==> src/rtl/counter_step_sequencer_pkg.sv <==
// Shared definitions for the counter step sequencer: default sizes and FSM states.
package counter_step_sequencer_pkg;

  localparam int unsigned DefDepth  = 4;
  localparam int unsigned DefValW   = 4;
  localparam int unsigned DefDwellW = 8;
  localparam int unsigned ModeW     = 2;

  typedef enum logic [1:0] {
    StIdle,
    StLoad,
    StRun,
    StDone
  } state_e;

endpackage

==> src/rtl/counter_step_sequencer_step_table.sv <==
// Step table: DEPTH entries of {mode, value, dwell}, one synchronous write port,
// one combinational read port, cleared by the asynchronous active-low reset.
module counter_step_sequencer_step_table
  import counter_step_sequencer_pkg::*;
#(
  parameter  int unsigned DEPTH  = DefDepth,
  parameter  int unsigned WIDTH  = ModeW + DefValW + DefDwellW,
  localparam int unsigned ADDR_W = $clog2(DEPTH)
) (
  input  logic              clk,
  input  logic              reset,
  input  logic              wr_en,
  input  logic [ADDR_W-1:0] wr_addr,
  input  logic [WIDTH-1:0]  wr_data,
  input  logic [ADDR_W-1:0] rd_addr,
  output logic [WIDTH-1:0]  rd_data
);

  logic [WIDTH-1:0] mem_q [DEPTH];

  // Storage: clear every entry on reset, otherwise take the write strobe.
  always_ff @(posedge clk or negedge reset) begin
    if (!reset) begin
      for (int unsigned i = 0; i < DEPTH; i++) begin
        mem_q[i] <= '0;
      end
    end else if (wr_en) begin
      mem_q[wr_addr] <= wr_data;
    end
  end

  assign rd_data = mem_q[rd_addr];

endmodule

==> src/rtl/counter_step_sequencer.sv <==
// Step sequencer for the mod-N counter: walks a table of {mode, value, dwell}
// entries, loading the counter and enabling it for 'dwell' en_clk ticks per step.
module counter_step_sequencer
  import counter_step_sequencer_pkg::*;
#(
  parameter  int unsigned DEPTH   = DefDepth,
  parameter  int unsigned VAL_W   = DefValW,
  parameter  int unsigned DWELL_W = DefDwellW,
  localparam int unsigned ADDR_W  = $clog2(DEPTH),
  localparam int unsigned ENTRY_W = ModeW + VAL_W + DWELL_W
) (
  input  logic               clk,
  input  logic               reset,
  input  logic               tick,
  input  logic               start,
  input  logic               stop,
  input  logic               loop_en,
  input  logic [ADDR_W-1:0]  prog_len,
  input  logic               wr_en,
  input  logic [ADDR_W-1:0]  wr_addr,
  input  logic [ENTRY_W-1:0] wr_data,
  output logic               cnt_load,
  output logic [VAL_W-1:0]   cnt_val,
  output logic [1:0]         cnt_mode,
  output logic               cnt_en,
  output logic               busy,
  output logic [ADDR_W-1:0]  step,
  output logic               done
);

  state_e               state_q, state_d;
  logic [ADDR_W-1:0]    step_q, step_d;
  logic [ADDR_W-1:0]    len_q, len_d;
  logic [DWELL_W-1:0]   dwell_q, dwell_d;
  logic [VAL_W-1:0]     val_q, val_d;
  logic [1:0]           mode_q, mode_d;
  logic                 load_q, load_d;
  logic                 en_q, en_d;
  logic                 busy_q, busy_d;
  logic                 done_q, done_d;

  logic                 go_load;
  logic                 advance;
  logic                 dwell_dec;
  logic                 wr_accept;
  logic [ENTRY_W-1:0]   rd_data;
  logic [ENTRY_W-1:0]   entry;

  // Writes are only honoured while the sequencer is not running a program.
  assign wr_accept = wr_en && !busy_q;

  counter_step_sequencer_step_table #(
    .DEPTH (DEPTH),
    .WIDTH (ENTRY_W)
  ) u_step_table (
    .clk     (clk),
    .reset   (reset),
    .wr_en   (wr_accept),
    .wr_addr (wr_addr),
    .wr_data (wr_data),
    .rd_addr (step_d),
    .rd_data (rd_data)
  );

  // FSM next state, step index and registered control outputs.
  always_comb begin
    state_d   = state_q;
    step_d    = step_q;
    len_d     = len_q;
    load_d    = 1'b0;
    en_d      = 1'b0;
    busy_d    = 1'b0;
    done_d    = 1'b0;
    go_load   = 1'b0;
    advance   = 1'b0;
    dwell_dec = 1'b0;

    unique case (state_q)
      StIdle: begin
        if (start && !stop) begin
          len_d   = prog_len;
          step_d  = '0;
          go_load = 1'b1;
        end
      end
      StLoad: begin
        if (stop) begin
          state_d = StIdle;
          step_d  = '0;
        end else if (dwell_q != '0) begin
          state_d = StRun;
          busy_d  = 1'b1;
          en_d    = 1'b1;
        end else begin
          advance = 1'b1;
        end
      end
      StRun: begin
        // stop wins over an advancing tick in the same cycle
        if (stop) begin
          state_d = StIdle;
          step_d  = '0;
        end else if (tick && dwell_q == DWELL_W'(1)) begin
          advance = 1'b1;
        end else begin
          busy_d    = 1'b1;
          en_d      = 1'b1;
          dwell_dec = tick;
        end
      end
      StDone: begin
        state_d = StIdle;
        step_d  = '0;
      end
      default: begin
        state_d = StIdle;
        step_d  = '0;
      end
    endcase

    if (advance) begin
      if (step_q != len_q) begin
        step_d  = step_q + 1'b1;
        go_load = 1'b1;
      end else if (loop_en) begin
        step_d  = '0;
        go_load = 1'b1;
      end else begin
        state_d = StDone;
        done_d  = 1'b1;
      end
    end

    if (go_load) begin
      state_d = StLoad;
      load_d  = 1'b1;
      busy_d  = 1'b1;
    end
  end

  // Step entry capture and dwell countdown; a write landing on the entry being
  // loaded is forwarded so a start in the same cycle sees the new data.
  always_comb begin
    entry   = (wr_accept && (wr_addr == step_d)) ? wr_data : rd_data;
    val_d   = val_q;
    mode_d  = mode_q;
    dwell_d = dwell_q;
    if (go_load) begin
      mode_d  = entry[ENTRY_W-1 -: ModeW];
      val_d   = entry[DWELL_W +: VAL_W];
      dwell_d = entry[DWELL_W-1:0];
    end else if (dwell_dec) begin
      dwell_d = dwell_q - 1'b1;
    end
  end

  // State and output registers.
  always_ff @(posedge clk or negedge reset) begin
    if (!reset) begin
      state_q <= StIdle;
      step_q  <= '0;
      len_q   <= '0;
      dwell_q <= '0;
      val_q   <= '0;
      mode_q  <= '0;
      load_q  <= 1'b0;
      en_q    <= 1'b0;
      busy_q  <= 1'b0;
      done_q  <= 1'b0;
    end else begin
      state_q <= state_d;
      step_q  <= step_d;
      len_q   <= len_d;
      dwell_q <= dwell_d;
      val_q   <= val_d;
      mode_q  <= mode_d;
      load_q  <= load_d;
      en_q    <= en_d;
      busy_q  <= busy_d;
      done_q  <= done_d;
    end
  end

  assign cnt_load = load_q;
  assign cnt_val  = val_q;
  assign cnt_mode = mode_q;
  assign cnt_en   = en_q;
  assign busy     = busy_q;
  assign step     = step_q;
  assign done     = done_q;

endmodule

==> config.mk <==
export PLATFORM = sky130hd
export DESIGN_NAME = counter_step_sequencer
export DESIGN_NICKNAME = d
export VERILOG_FILES = /design/src/rtl/counter_step_sequencer_pkg.sv /design/src/rtl/counter_step_sequencer_step_table.sv /design/src/rtl/counter_step_sequencer.sv
export SDC_FILE = /design/constraint.sdc
export NUM_CORES = 1
export LEC_CHECK = 0
export CAP_MARGIN = 5
export CELL_PAD_IN_SITES_DETAIL_PLACEMENT = 0
export CELL_PAD_IN_SITES_GLOBAL_PLACEMENT = 1
export CORE_UTILIZATION = 49
export CTS_CLUSTER_DIAMETER = 30
export CTS_CLUSTER_SIZE = 12
export DETAILED_ROUTE_END_ITERATION = 8
export PLACE_DENSITY_LB_ADDON = 0.1
export SLEW_MARGIN = 20
export SYNTH_ARGS = -nofsm -noshare
export SYNTH_HDL_FRONTEND = slang
export SYNTH_SLANG_ARGS = --single-unit
==> constraint.sdc <==
create_clock -name clk -period 8.3 [get_ports clk]
set_clock_uncertainty 0.2 [all_clocks]
set_input_delay 1.66 -clock clk [delete_from_list [all_inputs] [get_ports clk]]
set_output_delay 1.66 -clock clk [all_outputs]
set_load 0.01 [all_outputs]
==> results.md, run 1 <==
- Utilization after layout: 59.6%
- Port bufs: 36
- Area leader, netlist: dfrtp_1
- Ys async rst share: 100%
- Total number of vias: 2812
- CTS tree: done
- Critical path endpoint category: register
- GRT Overall Usage: 23.1%
- Worst-Margin Slew: 0.922 ns
- FP Rows: 32
- Outcome: completed
- PostCTS Resize Cnt: 0
- Die Wd: 92.1 um
- Largest net degree at the start of global routing: between 80 and 90
- Reg2Reg Launch Point: state_q[0]
- CORE AREA: approximately 0.008 mm2
- Nets: 415
- Final wirelength: 8870 um
- Synthesized area: just under 0.004 mm2
- DR WL/cell: 18.1 um
- Critical path class: in -> reg
- CTS root buffer: clkbuf_8
- Initial antenna violation count: 0
- Clock Sinks: 80
- Mux cell area share after synthesis: 16.4%
- Worst hold stages: 1
- CTS max path bufs: 2
- Simple-Gate Fraction of Synth Area: 9.60%
- Final Wtd Congestion: 0.841
- Post-synth top area share: 50.3%
- Register-to-Register Path Depth: 10
- Buffer count from post-CTS setup fixing: 0
- Fin crit share: a little under three fifths
- # hold bufs at CTS: 0
- ANT cells: 0
- Final antenna-violating net count: 0
- Htree depth: 3
- Slowest cell on the critical path: or3_1
- Maximum VDD drop: 0.000170 V
- Max Slew Vio Count: 0
- Post-Synth XOR/XNOR Area: 1.98%
- Num CTS Buffers: 9
- Post-synthesis compound-gate area fraction: 16.2%
- Area Growth Syn to Fin: 17.0%
- Synth warn: 0
- Worst setup SP type: primary input
- DR pass1 iterations: 4
- Arrival @ worst endpoint: 4.74 ns
- Layout cell share with drive strength beyond 1: 22.2%
- FF-to-FF setup slack: 4.62 ns
- Tightest Hold Check Type: reg -> reg
- Area contributors post-synth: dfrtp_1 50%, mux2_2 16%, a311o_1 3.5%
- Syn Nets: 383
- DRT iter0 DRCs: 141
- # setup viols final: 0
- CP max FO: 17
- Post-synthesis sequential area ratio: 50.3%
- DP Cell Count: between 400 and 500
- Adder-cell share of the synthesized area: 2.20%
- First-pass GRT wire length: about 15000 um
- Min Tclk post-route: 4.68 ns
- Worst R2R End: dwell_q[0]
- Worst-path clk slew: 0.08 ns
- P_leak: between 1.5 and 2 nW
- Hold_sp: u_step_table.mem_q[7]
- Die ar.: 0.00848 mm2
- DR vias/cell: about 5.7
- Hold endpoint: u_step_table.mem_q[7]
- Max-slew headroom: 38.4%
- Ports: 37
- RSZ-0062 raised after global routing: no
- Clk Latency, worst-skew pair: 0.35 ns
- Largest family of logic cells by synthesized area: multiplexers
- Cells after Synth: 351
- Ys flop type: dfrtp_1
- Final cell count without fillers: slightly below 500
- #FFs+latches synth: 80
- EDFF count, synth: 0
- Crit-path cells: clkdlybuf4s50_1, nor2b_1, nand4_2, or3_1, and2_1, inv_1, nand2_1, a311o_1, a22oi_1
- Overflow after GRT: 0
- Worst endpoint required time: 8.36 ns
- DRC Markers: 0
- Fmax: 0.214 GHz
- Setup TNS: 0 ns
- DP Area: about 0.0044 mm2
- Starting Density: 50.9%
- Vias in the first global route: 2927
- Finished Cell Area: 0.00465 mm2
- Max-cap check violation count: 0
- Syn avg cell area: 11.3 um2
- Hold Fails Final Rpt: 0
- Distinct cells, synth: 40
- Die height: 92.1 um
- Max stage delay on crit path: around 0.68 ns
- Detailed Place HPWL: 5320 um
- Power density cells: 292 mW/mm2
[cell type report]
class,instances,area [um2]
fillers,686,3160
flip-flops and latches,80,2000
multi-input cells,242,1870
repair buffers,41,399
clock buffers,11,141
well taps,102,128
clock inverters,5,80.1
inverters,9,33.8
[worst max path at each step]
| stage | startpoint | to | slack, ns | depth (start not counted) |
|---|---|---|---|---|
| 6_report | stop | dwell_q[0] | 3.62 | 9 |
| 5_1_grt | stop | dwell_q[0] | 3.38 | 9 |
| 4_1_cts | stop | dwell_q[4] | 3.45 | 8 |
| 3_5_place_dp | stop | dwell_q[0] | 3.09 | 8 |
| 3_3_place_gp | stop | dwell_q[0] | 3.23 | 8 |
| 2_1_floorplan | stop | cnt_mode[0] | 4.42 | 10 |
[synth_stat cells (2+ instances only)]
master	n
mux2_2	58
o21ai_0	5
inv_1	8
a22oi_1	10
nor3_1	6
and2_1	2
buf_2	5
a21oi_1	22
a21boi_0	14
buf_6	2
nor2_1	15
nand2_1	36
xnor2_1	4
xor2_1	5
a211oi_1	14
clkbuf_1	13
nand3_1	4
dfrtp_1	80
ha_1	7
and3_1	2
a311o_1	14
nor2b_1	4
or3_1	2
nand2b_1	3
[layout by cell type (no fill, tap or decap), drive strengths merged, types with 2 or more instances in the layout]
cell,synthesis,layout
dfrtp,80,80
mux2,58,58
nand2,36,36
clkdlybuf4s50,0,35
a21oi,22,22
nor2,15,15
a21boi,15,15
a211oi,14,14
a311o,14,14
clkbuf,13,11
a22oi,10,10
inv,8,8
ha,7,7
o21ai,6,6
buf,7,6
nor3,6,6
xor2,5,5
nor2b,4,4
nand3,4,4
xnor2,4,4
nand2b,3,3
or3,2,2
and2,2,2
and3,2,2
bufinv,0,2
clkinvlp,0,2
clkinv,1,2
[flip-flops by register name, summed over array words and instances (netlist names)]
signal,cells
busy,1
cnt_en,1
cnt_val,4
dwell_q,8
u_step_table.mem_q,56
done,1
step,2
state_q,2
cnt_mode,2
cnt_load,1
len_q,2
[worst max-delay path: cells and delay by family]
kind,cells,cell delay (ns)
buf+inv,2,0.95
simple gates,5,1.63
compound gates,2,0.50
[metal layers]
| layer | share of wire (%) | track usage (%) |
|---|---|---|
| met1 | 48 | 31.8 |
| met2 | 46 | 36.1 |
| met3 | 4.4 | 4.81 |
| met4 | 1.6 | 8.20 |
| met5 | 0 | 0 |
[stage by stage]
stage               setup WS (ns)  power, mW  hold WS (ns)
CTS                          3.45       1.37         0.307
detailed placement           3.09       1.04         0.288
finish                       3.62       1.36         0.303
global placement             3.23       1.03         0.280
global route                 3.38       1.44         0.316
floorplan                    4.42      0.911         0.273
[logic make-up (layout without fill, tap and decap cells)]
group,Yosys count,in the layout
and+or+nand+nor,79,79
xor gates and xnor gates,9,9
adders and majority gates,7,7
muxes,58,58
AOI/OAI and AO/OA,89,89
DFF,80,80
buffers and inverters,29,66
[where the power goes]
part,total (mW),switching [mW],internal (mW)
registers,0.640,0.0966,0.543
logic,0.398,0.170,0.228
clock network,0.321,0.144,0.177
total,1.36,0.410,0.948
Power figures use the tool's default switching activity.
==> inputs of run 2 (changes only) <==
--- a/config.mk
+++ b/config.mk
@@ -8,7 +8,7 @@
 export CAP_MARGIN = 5
 export CELL_PAD_IN_SITES_DETAIL_PLACEMENT = 0
 export CELL_PAD_IN_SITES_GLOBAL_PLACEMENT = 1
-export CORE_UTILIZATION = 49
+export CORE_UTILIZATION = 46
 export CTS_CLUSTER_DIAMETER = 30
 export CTS_CLUSTER_SIZE = 12
 export DETAILED_ROUTE_END_ITERATION = 8
==> constraint.sdc (replaced) <==
create_clock -name clk -period 4.8 [get_ports clk]
set_clock_uncertainty 0.2 [all_clocks]
set_input_delay 0.96 -clock clk [delete_from_list [all_inputs] [get_ports clk]]
set_output_delay 0.96 -clock clk [all_outputs]
set_load 0.01 [all_outputs]
==> results.md, run 2 (synthesis gave the netlist of run 1 again) <==
- Final worst slack: 1.07 ns (-2.55 ns)
- Nets: 417 (+0.48%)
- Min Tclk post-route: 3.73 ns
- Clk Latency, worst-skew pair: 0.35 ns (about the same)
- Final antenna-violating net count: 0 (unchanged)
- Fin crit share: 77.7%
- Hold Fails Final Rpt: 0 (unchanged)
- Tightest Hold Check Type: reg -> reg
- Worst-path clk slew: 0.09 ns (about the same)
- Met1 GRT Util: 31.5% (-0.25 points)
- Buffer count from post-CTS setup fixing: 0 (unchanged)
- CTS max path bufs: 2 (unchanged)
- DR pass1 iterations: 4 (unchanged)
- Clock Sinks: 80 (unchanged)
- DP Area: 0.00446 mm2 (+0.85%)
- Arrival @ worst endpoint: 3.79 ns (-0.95 ns)
- Num CTS Buffers: 9 (unchanged)
- DR vias/cell: 5.80 (+1.0%)
- Detailed Place HPWL: 5580 um (+4.8%)
- Most frequent cells in the layout: 80 x dfrtp_1, 58 x mux2_2, 36 x nand2_1, 35 x clkdlybuf4s50_1, 22 x a21oi_1
- Final Wtd Congestion: 0.863 (+2.6%)
- FP Rows: 33 (+3.1%)
- GRT Overall Usage: 21.9% (-1.2 points)
- Initial antenna violation count: 0 (unchanged)
- Hold WS: 0.305 ns (+0.00159 ns)
- DR WL/cell: 18.1 um (about the same)
- DRT iter0 DRCs: 126 (-11%)
- CTS tree: done
- Finished Cell Area: 0.00464 mm2 (-0.16%)
- Critical path class: in -> reg
- Commonest non-fill, non-tap cell in the layout: dfrtp_1
- Outcome: completed
- P_leak: 1.93 nW (about the same)
- Htree depth: 3 (unchanged)
- Max-cap check violation count: 0 (unchanged)
- Setup TNS: 0 ns (unchanged)
- Die ar.: 0.00902 mm2 (+6.4%)
- CP max FO: 28 (+11)
- Fmax: 0.268 GHz
- Worst endpoint required time: 4.86 ns (-3.50 ns)
- Post-place setup slack: 0.504 ns (-2.59 ns)
- CTS root buffer: clkbuf_8
- Max reg flops: 56 (unchanged)
- Critical path endpoint category: register
- Power density cells: 486 mW/mm2 (+66%)
- Max Slew Vio Count: 0 (unchanged)
- Die Wd: 95.0 um (+3.1%)
- Worst setup SP type: primary input
- Worst-Margin Slew: 0.960 ns (+0.0384 ns)
- Vias in the first global route: 2881 (-1.6%)
- DRC Markers: 0 (unchanged)
- Port bufs: 36 (unchanged)
- Most flops, register: u_step_table.mem_q
- First-pass GRT wire length: 14800 um (-0.38%)
- RSZ-0062 raised after global routing: no
- Max-slew headroom: 35.8% (-2.6 points)
- Layout cell share with drive strength beyond 1: 22.8% (+0.66 points)
- PostCTS Resize Cnt: 0 (unchanged)
- Largest net degree at the start of global routing: 81 (unchanged)
- # setup viols final: 0 (unchanged)
- Die height: 95.0 um (+3.1%)
- CORE AREA: 0.00830 mm2 (+6.3%)
- Total number of vias: 2869 (+2.0%)
- Global-route met2 utilization: 33.1% (-3.0 points)
- Met3 usage: 3.30% (-1.5 points)
- Maximum VDD drop: 0.000219 V (+29%)
- Final wirelength: 8960 um (+1.0%)
- # hold bufs at CTS: 0 (unchanged)
- Overflow after GRT: 0 (unchanged)
- Ports: 37 (unchanged)
- Most used routing layer: met2
- Starting Density: 47.9% (-3.0 points)
- Area Growth Syn to Fin: 16.8%
- ANT cells: 0 (unchanged)
[run 2: worst paths after layout]
path                                  startpoint  cells past startpoint                      to  slack [ns]
setup / recovery                            stop                      8              dwell_q[3]        1.07
hold / removal             u_step_table.mem_q[9]                      1   u_step_table.mem_q[9]        0.30
setup reg to reg                      state_q[1]                      9              dwell_q[3]        1.38
hold reg to reg            u_step_table.mem_q[9]                      1   u_step_table.mem_q[9]        0.30
max in group asynchronous                  reset                      1                len_q[1]        3.45
min in group asynchronous                  reset                      1  u_step_table.mem_q[45]        0.42
[run 2: layout make-up]
cell class / count / area [um2]
fill: 746 / 3660
timing repair buffer: 43 / 427
sequential: 80 / 2000
clock buffer: 9 / 124
tap: 105 / 131
inverter: 9 / 33.8
clock inverter: 7 / 52.6
multi-input combinational: 242 / 1870
[run 2: metrics by stage]
step | instances | power [mW] | util [%]
floorplan | 351 | 1.58 | -
global placement | 479 | 1.79 | 53.8
detailed placement | 479 | 1.81 | 53.8
CTS | 495 | 2.27 | 55.9
global route | 495 | 2.41 | 55.9
finish | 495 | 2.26 | 55.9
[run 2: layer usage]
layer	vias to the layer above	part of all wire [%]
li1	1354	-
met1	1440	49
met2	62	45
met3	13	3.7
met4	0	1.5
met5	-	0
[run 2: worst max-delay path, cell delays in order]
cell and delay (ns):
clkdlybuf4s50_1 0.47, nor2b_1 0.28, nand4_2 0.20, or3_1 0.58, and3_1 0.27, o221a_2 0.47
a311o_1 0.39, a22oi_1 0.17
[run 2: report_power, final]
group          leakage [nW]  switching [mW]  internal (mW)  total (mW)
Combinational         0.882           0.296          0.395       0.691
Sequential            0.953           0.166          0.939        1.11
Clock                0.0904           0.268          0.193       0.460
Total                  1.93           0.730           1.53        2.26
